<file path="src/rtl/mdu_pkg.sv">
// Shared definitions for the sequential multiply/divide unit:
// op encodings and FSM state type.
package mdu_pkg;

    localparam logic [2:0] MDU_OP_MULT  = 3'b000;
    localparam logic [2:0] MDU_OP_MULTU = 3'b001;
    localparam logic [2:0] MDU_OP_DIV   = 3'b010;
    localparam logic [2:0] MDU_OP_DIVU  = 3'b011;
    localparam logic [2:0] MDU_OP_MTHI  = 3'b100;
    localparam logic [2:0] MDU_OP_MTLO  = 3'b101;

    typedef enum logic [1:0] {
        MDU_IDLE  = 2'd0,
        MDU_CALC  = 2'd1,
        MDU_FIXUP = 2'd2
    } mdu_state_e;

    function automatic logic mdu_op_signed(input logic [2:0] op);
        return (op == MDU_OP_MULT) || (op == MDU_OP_DIV);
    endfunction

endpackage

</file>
<file path="src/rtl/mdu_div_step.sv">
// One restoring-divide iteration: shift in a dividend bit, trial
// subtract the divisor, keep the difference if it did not underflow.
module mdu_div_step #(
    parameter int WIDTH = 32
) (
    input  logic [WIDTH-1:0] i_rem,
    input  logic             i_bit,
    input  logic [WIDTH-1:0] i_div,
    output logic [WIDTH-1:0] o_rem,
    output logic             o_q
);

    logic [WIDTH:0] w_sh;
    logic [WIDTH:0] w_diff;

    assign w_sh   = {i_rem, i_bit};
    assign w_diff = w_sh - {1'b0, i_div};
    // Partial remainder stays below the divisor, so bit WIDTH is a borrow flag.
    assign o_q    = ~w_diff[WIDTH];
    assign o_rem  = o_q ? w_diff[WIDTH-1:0] : w_sh[WIDTH-1:0];

endmodule

</file>
<file path="src/rtl/mdu_seq.sv">
// Sequential MULT/DIV unit with HI/LO registers and ready/done handshake.
// Define MDU_FAST_MUL_EN for a single-cycle combinational multiplier.
module mdu_seq
    import mdu_pkg::*;
#(
    parameter int WIDTH = 32
) (
    input  logic             clk,
    input  logic             rst_n,
    input  logic             start,
    input  logic [2:0]       op,
    input  logic [WIDTH-1:0] a,
    input  logic [WIDTH-1:0] b,
    input  logic             flush,
    output logic             ready,
    output logic             busy,
    output logic             done,
    output logic [WIDTH-1:0] hi,
    output logic [WIDTH-1:0] lo
);

    localparam int CW = $clog2(WIDTH);

    mdu_state_e         r_state;
    logic [CW-1:0]      r_cnt;
    logic               r_is_div;
    logic               r_neg_lo;
    logic               r_neg_hi;
    logic [WIDTH-1:0]   r_acc_hi;
    logic [WIDTH-1:0]   r_acc_lo;
    logic [WIDTH-1:0]   r_opb;
    logic [WIDTH-1:0]   r_hi;
    logic [WIDTH-1:0]   r_lo;
    logic               r_done;

    logic               w_signed;
    logic [WIDTH-1:0]   w_mag_a;
    logic [WIDTH-1:0]   w_mag_b;
    logic               w_neg_res;
    logic [WIDTH-1:0]   w_drem;
    logic               w_qbit;
    logic [2*WIDTH-1:0] w_prod;
    logic [2*WIDTH-1:0] w_prod_fix;
    logic [WIDTH-1:0]   w_q_fix;
    logic [WIDTH-1:0]   w_r_fix;

    assign w_signed  = mdu_op_signed(op);
    assign w_mag_a   = (w_signed && a[WIDTH-1]) ? ('0 - a) : a;
    assign w_mag_b   = (w_signed && b[WIDTH-1]) ? ('0 - b) : b;
    assign w_neg_res = w_signed && (a[WIDTH-1] ^ b[WIDTH-1]);

    mdu_div_step #(.WIDTH(WIDTH)) u_div_step (
        .i_rem (r_acc_hi),
        .i_bit (r_acc_lo[WIDTH-1]),
        .i_div (r_opb),
        .o_rem (w_drem),
        .o_q   (w_qbit)
    );

`ifdef MDU_FAST_MUL_EN
    logic [2*WIDTH-1:0] w_fprod;
    assign w_fprod = {{WIDTH{1'b0}}, w_mag_a} * {{WIDTH{1'b0}}, w_mag_b};
`else
    logic [WIDTH:0] w_msum;
    // Multiplier sits in acc_lo and shifts out LSB-first as the product fills in.
    assign w_msum = {1'b0, r_acc_hi} + (r_acc_lo[0] ? {1'b0, r_opb} : '0);
`endif

    assign w_prod     = {r_acc_hi, r_acc_lo};
    assign w_prod_fix = r_neg_lo ? ('0 - w_prod) : w_prod;
    assign w_q_fix    = r_neg_lo ? ('0 - r_acc_lo) : r_acc_lo;
    assign w_r_fix    = r_neg_hi ? ('0 - r_acc_hi) : r_acc_hi;

    always_ff @(posedge clk or negedge rst_n) begin
        if (!rst_n) begin
            r_state  <= MDU_IDLE;
            r_cnt    <= '0;
            r_is_div <= 1'b0;
            r_neg_lo <= 1'b0;
            r_neg_hi <= 1'b0;
            r_acc_hi <= '0;
            r_acc_lo <= '0;
            r_opb    <= '0;
            r_hi     <= '0;
            r_lo     <= '0;
            r_done   <= 1'b0;
        end else begin
            r_done <= 1'b0;
            case (r_state)
                MDU_IDLE: begin
                    if (start && !flush) begin
                        case (op)
                            MDU_OP_MTHI: r_hi <= a;
                            MDU_OP_MTLO: r_lo <= a;
                            MDU_OP_MULT, MDU_OP_MULTU: begin
                                r_is_div <= 1'b0;
                                r_neg_lo <= w_neg_res;
                                r_neg_hi <= 1'b0;
                                r_cnt    <= '0;
`ifdef MDU_FAST_MUL_EN
                                r_acc_hi <= w_fprod[2*WIDTH-1:WIDTH];
                                r_acc_lo <= w_fprod[WIDTH-1:0];
                                r_state  <= MDU_FIXUP;
`else
                                r_acc_hi <= '0;
                                r_acc_lo <= w_mag_b;
                                r_opb    <= w_mag_a;
                                r_state  <= MDU_CALC;
`endif
                            end
                            MDU_OP_DIV, MDU_OP_DIVU: begin
                                r_is_div <= 1'b1;
                                r_cnt    <= '0;
                                r_acc_hi <= '0;
                                if (b == '0) begin
                                    r_acc_lo <= '0;
                                    r_neg_lo <= 1'b0;
                                    r_neg_hi <= 1'b0;
                                    r_state  <= MDU_FIXUP;
                                end else begin
                                    r_acc_lo <= w_mag_a;
                                    r_opb    <= w_mag_b;
                                    r_neg_lo <= w_neg_res;
                                    r_neg_hi <= w_signed && a[WIDTH-1];
                                    r_state  <= MDU_CALC;
                                end
                            end
                            default: ;
                        endcase
                    end
                end
                MDU_CALC: begin
                    if (flush) begin
                        r_state <= MDU_IDLE;
                    end else begin
                        if (r_is_div) begin
                            r_acc_hi <= w_drem;
                            r_acc_lo <= {r_acc_lo[WIDTH-2:0], w_qbit};
                        end else begin
`ifndef MDU_FAST_MUL_EN
                            r_acc_hi <= w_msum[WIDTH:1];
                            r_acc_lo <= {w_msum[0], r_acc_lo[WIDTH-1:1]};
`endif
                        end
                        r_cnt <= r_cnt + CW'(1);
                        if (r_cnt == CW'(WIDTH - 1))
                            r_state <= MDU_FIXUP;
                    end
                end
                MDU_FIXUP: begin
                    r_state <= MDU_IDLE;
                    if (!flush) begin
                        if (r_is_div) begin
                            r_hi <= w_r_fix;
                            r_lo <= w_q_fix;
                        end else begin
                            r_hi <= w_prod_fix[2*WIDTH-1:WIDTH];
                            r_lo <= w_prod_fix[WIDTH-1:0];
                        end
                        r_done <= 1'b1;
                    end
                end
                default: r_state <= MDU_IDLE;
            endcase
        end
    end

    assign ready = (r_state == MDU_IDLE);
    assign busy  = ~ready;
    assign done  = r_done;
    assign hi    = r_hi;
    assign lo    = r_lo;

endmodule

</file>
<file path="config.mk">
export PLATFORM = sky130hd
export DESIGN_NAME = mdu_seq
export DESIGN_NICKNAME = d
export VERILOG_FILES = /design/src/rtl/mdu_pkg.sv /design/src/rtl/mdu_div_step.sv /design/src/rtl/mdu_seq.sv
export SDC_FILE = /design/constraint.sdc
export NUM_CORES = 1
export LEC_CHECK = 0
export CELL_PAD_IN_SITES_DETAIL_PLACEMENT = 0
export CELL_PAD_IN_SITES_GLOBAL_PLACEMENT = 1
export CORE_AREA = 5 5 195 197
export DETAILED_ROUTE_END_ITERATION = 8
export DIE_AREA = 0 0 200 202
export PLACE_DENSITY_LB_ADDON = 0.3
export SKIP_LAST_GASP = 1
export SLEW_MARGIN = 40
export SYNTH_ARGS = -nofsm -noshare
export SYNTH_HDL_FRONTEND = slang
export SYNTH_SLANG_ARGS = --single-unit
export TNS_END_PERCENT = 30
</file>
<file path="constraint.sdc">
create_clock -name clk -period 4 [get_ports clk]
set_input_delay 0.8 -clock clk [delete_from_list [all_inputs] [get_ports clk]]
set_output_delay 0.8 -clock clk [all_outputs]
set_load 0.05 [all_outputs]
</file>
Word-level counts from Yosys, hierarchy flattened
Index checks and enable logic that the tools add are counted.
- register bits after elaboration: 171
- output and inout bits: 67
- bits of input ports: 71
- bitwise operators: 3
- $add $sub $neg: 8
- equality and inequality tests: 17
- reductions and logical operators: 22
- muxes and demuxes: 47
- operators with widths (cell ; number):
    $mux 32 ; 23
    $pmux 32 s2 ; 6
    $sub 1x32->32 const A ; 4
    $mux 64 ; 1
    $sub 1x64->64 const A ; 1
    $add 32x32->33 ; 1
    $sub 33x32->33 ; 1
    $logic_not 32->1 ; 1
    $reduce_and 4->1 ; 5
    $mux 5 ; 3
    $pmux 5 s2 ; 1
    $mux 2 ; 4
    $ne 2x2->1 const B ; 4
    $pmux 2 s2 ; 2
    $eq 3x2->1 const B ; 2
    $eq 3x3->1 const B ; 2
    $ne 2x1->1 const B ; 3
    $pmux 1 s2 ; 3
    $reduce_and 3->1 ; 2
    $reduce_bool 2->1 ; 3
    $add 5x1->5 const B ; 1
    $eq 5x5->1 const B ; 1
    $logic_and 1x1->1 ; 4
    $mux 1 ; 4
    13 further kinds ; 15

Depth between registers and ports, before layout
Gate-level depths: netlist of the first run.
- depth after elaboration: 8
- gate-level depth with buffers: 15
- mapped depth without buffers: 13

Hierarchy
From an unflattened synthesis of the first run, not the netlist that was laid out.
- cell total of the unflattened synthesis: 1977
- area total of the unflattened synthesis: 15655.0 um^2
- modules (own cells, without submodules) (module ; area each (um^2) ; cells each ; sequential area each (um^2) ; times used):
    mdu_seq ; 13296.5 ; 1672 ; 4279.1 ; 1
    mdu_div_step ; 2358.5 ; 305 ; 0.0 ; 1

Least setup slack after synthesis of the first run
Ideal clock, no wire load.
- path kind: register to register
- start: register r_acc_lo[31]
- end: register r_acc_hi[1]
- stages on the path, launching flop included: 16
- path slack: 0.541 ns
- buffers on the path: 3
- period minus slack after synthesis: 3.459 ns
- arrival: 3.319 ns
- required time: 3.859 ns
- cells stage by stage: dfrtp_1 > clkbuf_1 > inv_1 > ha_1 > fa_1 > nand2b_1 > a21oi_1 > o21ai_0 > a211o_1 > and3_1 > nor3_2 > buf_2 > clkbuf_1 > nand2_1 > o211ai_1 > o221ai_1
- cells in the longest elaborated chain, start to end: 5
- RTL lines (what ; RTL line ; text):
    start: declaration ; mdu_seq.sv:30 ; logic [WIDTH-1:0] r_acc_lo;
    start signal: assignment ; mdu_seq.sv:106 ; r_acc_lo <= w_mag_b;
    start signal: assignment ; mdu_seq.sv:121 ; r_acc_lo <= w_mag_a;
    start signal: assignment ; mdu_seq.sv:138 ; r_acc_lo <= {r_acc_lo[WIDTH-2:0], w_qbit};
    $sub 33x32->33 ; mdu_div_step.sv:17 ; assign w_diff = w_sh - {1'b0, i_div};
    $mux 32 ; mdu_div_step.sv:20 ; assign o_rem = o_q ? w_diff[WIDTH-1:0] : w_sh[WIDTH-1:0];
    $mux 32 ; mdu_seq.sv:136 ; if (r_is_div) begin
    $mux 32 ; mdu_seq.sv:133 ; if (flush) begin
    $pmux 32 s2 ; mdu_seq.sv:89 ; case (r_state)
    end signal: assignment ; mdu_seq.sv:137 ; r_acc_hi <= w_drem;
    end signal: assignment ; mdu_seq.sv:141 ; r_acc_hi <= w_msum[WIDTH:1];
    end: declaration ; mdu_seq.sv:29 ; logic [WIDTH-1:0] r_acc_hi;
No other way between the ends. The select of a mux whose other input is x is not followed.
A chain may end at the register's enable or synchronous reset.

Worst setup path after layout of the first run
- start: register r_opb[0]
- end: register r_acc_hi[6]
- cells in the longest elaborated chain, start to end: 5
- elaborated cells between the ends (all ways): 7
- classes of those cells: add/sub: 2; mux: 5
- RTL lines (what ; RTL line ; text):
    start: declaration ; mdu_seq.sv:31 ; logic [WIDTH-1:0] r_opb;
    start signal: assignment ; mdu_seq.sv:107 ; r_opb <= w_mag_a;
    start signal: assignment ; mdu_seq.sv:122 ; r_opb <= w_mag_b;
    $sub 33x32->33 or $mux 32 (tied branches) ; mdu_div_step.sv:17, mdu_seq.sv:66 ;
    $mux 32 or $add 32x32->33 (tied branches) ; mdu_div_step.sv:20, mdu_seq.sv:66 ;
    $mux 32 * ; mdu_seq.sv:136 ;
    $mux 32 * ; mdu_seq.sv:133 ;
    $pmux 32 s2 * ; mdu_seq.sv:89 ;
Mark *: on every way between the ends. The rest lies on a longest branch, timed or not. The select of a mux whose other input is x is not followed.

==> run summary, run 1 <==
Worst-path clk slew: 0.08 ns
GRT overflow: 0
initial antenna violation count: 1
Post-Syn Nets: 2,180
Critical R2R Launch: r_opb[0]$_DFFE_PN0P_
WP depth: 13
final number of setup-violating endpoints: 0
Synth warnings: 0
clk sinks: 171
Die ar.: 40,400 µm²
H-tree depth: 4
Slew @ Worst Pin: 0.872 ns
initial drt markers: 2,053
core box area: 36,100 µm²
CTS tree: built
power dissipated by switching net loads: 5.67 mW
R2R setup slack: 0.19 ns
worst flop-to-flop path endpoint: r_acc_hi[6]$_DFFE_PN0P_
Hold Path Class: input port to async pin
Setup Skew: 0.0132 ns
vias in the first global route: 15,500
postcts setup bufs: 0
Synth Flop Type: dfrtp_1
I/O Buffers: 137
Lkg Pwr: 7.94 nW
maximum vdd drop: 689 µV
Seq/Total Area, Yosys: 27.4%
asr flop ratio synth: 100%
Vias/cell: 6.30
GRT Util Overall: 30.4%
Power Dens Cells: 611 nW/µm²
Relative slew margins: 41.9%
CP startpoint kind: flip-flop
Critical path buffers and inverters: 2
combinational power share: 59.9%
Reg power frac: 24.5%
switch share: 50.0%
Multi-input gate area: 10,600 µm²
CP Data Arrival Time: 4.11 ns
RSZ-0062 raised after global routing: false
Hold Buf Count CTS: 0
number of flops mapped to enable cells by yosys: 0
first-pass iteration count of the detailed router: 6
CTS buffer count: 17
Hold Fails Final Rpt: 0
CP Cell Sequence: ha_1 > fa_1 > nand2b_1 > a21oi_1 > o21ai_0 > buf_4 > a211o_1 > and3_1 > nor3_4 > buf_12 > mux2_2 > nand2_1 > o311ai_0
final instance area: 18,600 µm²
commonest non-fill, non-tap cells in the layout: 236 x nand2_1, 229 x nor2_1, 170 x dfrtp_1
Die Wd: 200 µm
DRC viols: 0
f_max: 0.263 GHz
most common cell after layout, fill and taps aside: nand2_1
CP peak stage delay: 0.41 ns
layout cells sized above 1: 8.05%
aggregate negative setup slack: 0 ns
Int Pwr: 5.66 mW
clock share of power: 15.6%
FILL cells: 3,602
GP Congestion: 0.994
first-pass GRT wire length: 94,800 µm
Worst path slowest cell: dfrtp_1
row count: 70
ANT nets after route: 0
post-DP HPWL: 49,500 µm
vias: 16,700
crit share post-route: 95.2%
die height: 202 µm
Post-DP Area: 18,000 µm²
I/O Pins: 138
CP Capture Type: flip-flop
max-slew violations: 0
largest net degree at the start of global routing: 66
Mapped Avg Cell Area: 7.67 µm²
Sequential Area: 4280 µm²
crit path time final: 3.81 ns
#FFs+latches synth: 171
CP Class: flip-flop to flip-flop
Synth-to-Final Area Change: 18.8%
synthesized netlist cell count: 2,037
WL final: 63,200 µm
CP max FO: 36
status: finished, final reports clean
worst skew pair latency: 0.46 ns
max_cap viols: 0
worst r2r path cells: 13
Yosys cell types: 72
per-cell routed wire length: 23.9 µm
# nets final: 2,305
Root Buffer: clkbuf_16
Mapped Area: 15,600 µm²
critical path data required time: 4.31 ns
post_cts resized: 0
initial core utilization: 43.3%
critical path's top delay family: compound AO/OA/AOI/OAI gates
Max Buffers Root-to-Sink: 2
==> worst max-delay path by stage <==
stage,startpoint,endpoint,slack [ns]
floorplan,r_acc_lo[31]$_DFFE_PN0P_,r_acc_hi[1]$_DFFE_PN0P_,0.54
global placement,b[13],r_acc_lo[1]$_DFFE_PN0P_,0.23
detailed placement,b[13],r_acc_lo[10]$_DFFE_PN0P_,0.14
CTS,r_opb[0]$_DFFE_PN0P_,r_acc_hi[6]$_DFFE_PN0P_,0.25
global route,r_opb[0]$_DFFE_PN0P_,r_acc_hi[6]$_DFFE_PN0P_,0.04
finish,r_opb[0]$_DFFE_PN0P_,r_acc_hi[6]$_DFFE_PN0P_,0.19
==> cells in the mapped netlist (all sizes together) (19+ instances only) <==
| cell type | number | area [µm²] |
|---|---|---|
| nand2 | 237 | 890 |
| nor2 | 230 | 863 |
| dfrtp | 171 | 4280 |
| o21ai | 158 | 791 |
| a21oi | 153 | 766 |
| clkbuf | 114 | 428 |
| xnor2 | 93 | 815 |
| mux2i | 77 | 771 |
| inv | 72 | 270 |
| xor2 | 72 | 631 |
| ha | 70 | 876 |
| o31ai | 50 | 375 |
| nand3 | 43 | 215 |
| nor3 | 42 | 215 |
| a21o | 35 | 263 |
| a221oi | 32 | 280 |
| a311oi | 27 | 236 |
| nor4 | 26 | 181 |
| a31oi | 21 | 131 |
| and3 | 20 | 125 |
| a22oi | 19 | 143 |
| buf | 19 | 87.6 |
==> worst register-to-register path, stage by stage (launching register included) <==
cell and delay, ns:
dfrtp_1 0.41, ha_1 0.25, fa_1 0.41, nand2b_1 0.20, a21oi_1 0.28, o21ai_0 0.16
buf_4 0.18, a211o_1 0.39, and3_1 0.23, nor3_4 0.22, buf_12 0.25, mux2_2 0.41
nand2_1 0.09, o311ai_0 0.17
==> metal layers <==
layer,vias up,share of wire [%],global-route usage (%)
met5,-,0,0
met4,0,3.4,9.56
met3,125,9.6,6.17
met2,859,43,45.1
met1,8033,44,44.5
li1,7645,-,-
==> registers in the layout, indices dropped and copies added (netlist names) <==
name and flops:
hi 32, r_acc_hi 32, r_acc_lo 32, r_cnt 5, r_opb 32, lo 32, r_state 2, r_neg_hi 1
r_neg_lo 1, done 1, r_is_div 1
==> power groups by stage <==
stage / sequential, mW / combinational [mW] / clock [mW]
after floorplan: 3.03 / 4.09 / 0
after global placement: 2.77 / 6.59 / 0
after detailed placement: 2.78 / 6.65 / 0
after CTS: 2.75 / 6.68 / 1.77
after global routing: 2.82 / 7.35 / 1.85
final: 2.77 / 6.79 / 1.77
==> metrics by stage <==
stage / power [mW] / instances / hold WS (ns) / worst slack [ns] / util, %
after floorplan: 7.12 / 2037 / 0.445 / 0.541 / -
after global placement: 9.36 / 2611 / 0.458 / 0.231 / 49.8
after detailed placement: 9.43 / 2611 / 0.466 / 0.137 / 49.8
after CTS: 11.2 / 2642 / 0.362 / 0.249 / 51.4
after global routing: 12.0 / 2643 / 0.385 / 0.0380 / 51.4
final: 11.3 / 2643 / 0.337 / 0.192 / 51.4
==> area by class of cell <==
| class | instances | area share [%] |
|---|---|---|
| multi-input cells | 1661 | 57.2 |
| flip-flops and latches | 171 | 23.1 |
| repair buffers | 239 | 11.9 |
| well taps | 468 | 3.16 |
| clock buffers | 18 | 2.31 |
| inverters | 72 | 1.46 |
| clock inverters | 13 | 0.850 |
| diodes | 1 | 0.0135 |
==> cell families (layout without fill, tap and decap cells) <==
group	after synthesis	count (layout)	share of synthesized area, %
AND/OR/NAND/NOR	724	724	21.6
AO/OA/AOI/OAI	614	614	25.3
buffers and inverters	205	342	5.03
flip-flops	171	171	27.4
XOR/XNOR	165	165	9.25
multiplexers	86	86	5.58
adder cells (fa/ha/maj)	72	72	5.86
other	0	1	0
Power figures use the tool's default switching activity.
==> inputs of run 2 (changes only) <==
- ABC_AREA: default -> 1
- CORE_AREA: 5 5 195 197 -> 5 5 216 218
- DIE_AREA: 0 0 200 202 -> 0 0 221 223
- SYNTH_HIERARCHICAL: default -> 1
==> run summary, run 2 <==
largest net degree at the start of global routing: 92 (+39%)
FILL cells: 5,074 (+41%)
core box area: 44,700 µm² (+24%)
Sequential Area: 4280 µm² (about the same)
CP Capture Type: flip-flop
GP Congestion: 1.02 (+2.6%)
Max Buffers Root-to-Sink: 2 (unchanged)
GRT overflow: 0 (unchanged)
maximum vdd drop: 956 µV (+39%)
Relative slew margins: 43.1% (+1.2 points)
CTS tree: built
WL met3: 6000 µm (-1.0%)
Vias/cell: 5.51 (-13%)
RSZ-0062 raised after global routing: false
initial drt markers: 2,180 (+6.2%)
first-pass GRT wire length: 125,000 µm (+32%)
most common cell after layout, fill and taps aside: nand2_1
ANT nets after route: 0 (unchanged)
max-slew violations: 0 (unchanged)
WL final: 83,900 µm (+33%)
CP max FO: 33 (-8.3%)
GRT Util Overall: 32.9% (+2.4 points)
Worst-path clk slew: 0.07 ns (about the same)
CP Data Arrival Time: 3.50 ns (-0.61 ns)
Hold Path Class: input port to async pin
Power Dens Cells: 901 nW/µm² (+48%)
initial core utilization: 41.1% (-2.2 points)
Placed Instances: 3,964 (+52%)
power dissipated by switching net loads: 11.3 mW (+99%)
clk sinks: 171 (unchanged)
synthesized netlist cell count: 3,282 (+61%)
Multi-input gate area: 12,100 µm² (+14%)
Synth warnings: 6 (+6)
asr flop ratio synth: 100% (unchanged)
crit path time final: 3.19 ns (-0.622 ns)
final number of setup-violating endpoints: 0 (unchanged)
Post-Syn Nets: 3,425 (+57%)
f_max: 0.314 GHz (+20%)
leading area contributor after synthesis: dfrtp_1
final instance area: 21,100 µm² (+14%)
switch share: 59.4% (+9.3 points)
Yosys top cell area share: 23.3% (-4.1 points)
aggregate negative setup slack: 0 ns (unchanged)
I/O Buffers: 137 (unchanged)
Lkg Pwr: 10.8 nW (+36%)
post_cts resized: 0 (unchanged)
number of flops mapped to enable cells by yosys: 0 (unchanged)
# nets final: 3,527 (+53%)
vias: 22,000 (+32%)
layout cells sized above 1: 4.27% (-3.8 points)
commonest non-fill, non-tap cells in the layout: 1,098 x nand2_1, 528 x nor2_1, 397 x inv_1
initial antenna violation count: 0 (-1)
top cells by area, synth: dfrtp_1 23%, nand2_1 22%, nor2_1 11%
most frequent cell after synthesis: nand2_1
CP startpoint kind: flip-flop
Yosys cell types: 47 (-35%)
clock share of power: 9.4% (-6.2 points)
Synth Flop Type: dfrtp_1
max_cap viols: 0 (unchanged)
I/O Pins: 138 (unchanged)
H-tree depth: 4 (unchanged)
DRC viols: 0 (unchanged)
Int Pwr: 7.72 mW (+36%)
Final Util: 47.1% (-4.3 points)
status: finished, final reports clean
Setup Skew: 0.0143 ns (+0.00116 ns)
combinational power share: 71.3% (+11 points)
row count: 78 (+11%)
worst skew pair latency: 0.46 ns (about the same)
Finished Layout Cells: 3,997 (+51%)
per-cell routed wire length: 21.0 µm (-12%)
top layer in use: met4
Mapped Avg Cell Area: 5.60 µm² (-27%)
Hold Buf Count CTS: 0 (unchanged)
vias in the first global route: 21,000 (+36%)
Seq/Total Area, Yosys: 23.3% (-4.1 points)
Post-DP Area: 20,400 µm² (+14%)
CTS buffer count: 17 (unchanged)
first-pass iteration count of the detailed router: 6 (unchanged)
postcts setup bufs: 0 (unchanged)
Reg power frac: 19.3% (-5.2 points)
metal2 WL: 38,800 µm (+42%)
Slew @ Worst Pin: 0.845 ns (-0.0273 ns)
Die ar.: 49,300 µm² (+22%)
Die Wd: 221 µm (+11%)
Synth-to-Final Area Change: 14.6%
Hold Fails Final Rpt: 0 (unchanged)
die height: 223 µm (+10%)
#FFs+latches synth: 171 (unchanged)
Root Buffer: clkbuf_16
wl on met1: 33,800 µm (+22%)
synth cell count leaders: 1,098 x nand2_1, 530 x nor2_1, 399 x inv_1
crit share post-route: 79.6% (-16 points)
ant diodes: 0 (-1)
critical path data required time: 4.31 ns (about the same)
Mapped Area: 18,400 µm² (+18%)
CP Class: flip-flop to flip-flop
post-DP HPWL: 69,200 µm (+40%)
[run 2: worst max-delay path, stage by stage (launching register included)]
cell and delay [ns]:
dfrtp_1 0.35, inv_1 0.05, ha_1 0.25, fa_1 0.44, inv_1 0.13, nand2_1 0.06
nand2_1 0.07, nand3_1 0.09, nand2_2 0.14, nand2_1 0.08, nand2_2 0.11, nand2_2 0.08
nand3_1 0.12, nand2_4 0.26, nand2_1 0.15, nand2_1 0.06, o21ai_0 0.42, o21ai_0 0.16
[run 2: logic make-up after synthesis]
kind of cell,count (synthesis),synth area share [%]
AO/OA/AOI/OAI,494,14.4
XOR/XNOR,67,3.19
AND/OR/NAND/NOR,1961,43.1
buffers and inverters,517,11.1
flip-flops,171,23.3
adder cells (fa/ha/maj),72,4.98
[run 2: metrics by stage]
step | hold WS [ns] | total power [mW] | worst slack [ns]
6_report | 0.212 | 19.0 | 0.814
5_1_grt | 0.211 | 20.6 | 0.525
4_1_cts | 0.457 | 18.8 | 0.857
3_5_place_dp | 0.476 | 17.0 | 0.663
3_3_place_gp | 0.473 | 16.9 | 0.704
2_1_floorplan | 0.464 | 12.6 | 1.62
[run 2: layer usage]
layer / GRT usage (%) / up-vias
li1: - / 10600
met1: 41.5 / 10300
met2: 54.3 / 920
met3: 4.87 / 197
met4: 17.8 / 0
met5: 0 / -
[run 2: area by class of cell]
class	count	share of cell area, %
Tap cell	600	3.56
Sequential cell	171	20.3
Inverter	414	7.39
Clock inverter	12	0.766
Timing Repair Buffer	186	8.56
Clock buffer	20	2.07
Multi-Input combinational cell	2594	57.3
[run 2: path summary, 6_finish.rpt]
check | from | end | slack, ns | cells past startpoint
max | r_acc_lo[31]$_DFFE_PN0P_ | r_acc_hi[16]$_DFFE_PN0P_ | 0.81 | 17
min reg2reg | lo[1]$_DFFE_PN0P_ | lo[1]$_DFFE_PN0P_ | 0.49 | 2
max in group asynchronous | rst_n | lo[3]$_DFFE_PN0P_ | 2.76 | 3
min | rst_n | r_acc_lo[30]$_DFFE_PN0P_ | 0.21 | 1
max reg2reg | r_acc_lo[31]$_DFFE_PN0P_ | r_acc_hi[16]$_DFFE_PN0P_ | 0.81 | 17
min in group clk | lo[1]$_DFFE_PN0P_ | lo[1]$_DFFE_PN0P_ | 0.49 | 2
[run 2: power by group through the flow]
stage	clock (mW)	combinational (mW)	sequential, mW
2_1_floorplan	0	8.34	4.26
3_3_place_gp	0	13.2	3.63
3_5_place_dp	0	13.3	3.66
4_1_cts	1.79	13.4	3.64
5_1_grt	1.86	15.0	3.74
6_report	1.78	13.5	3.67
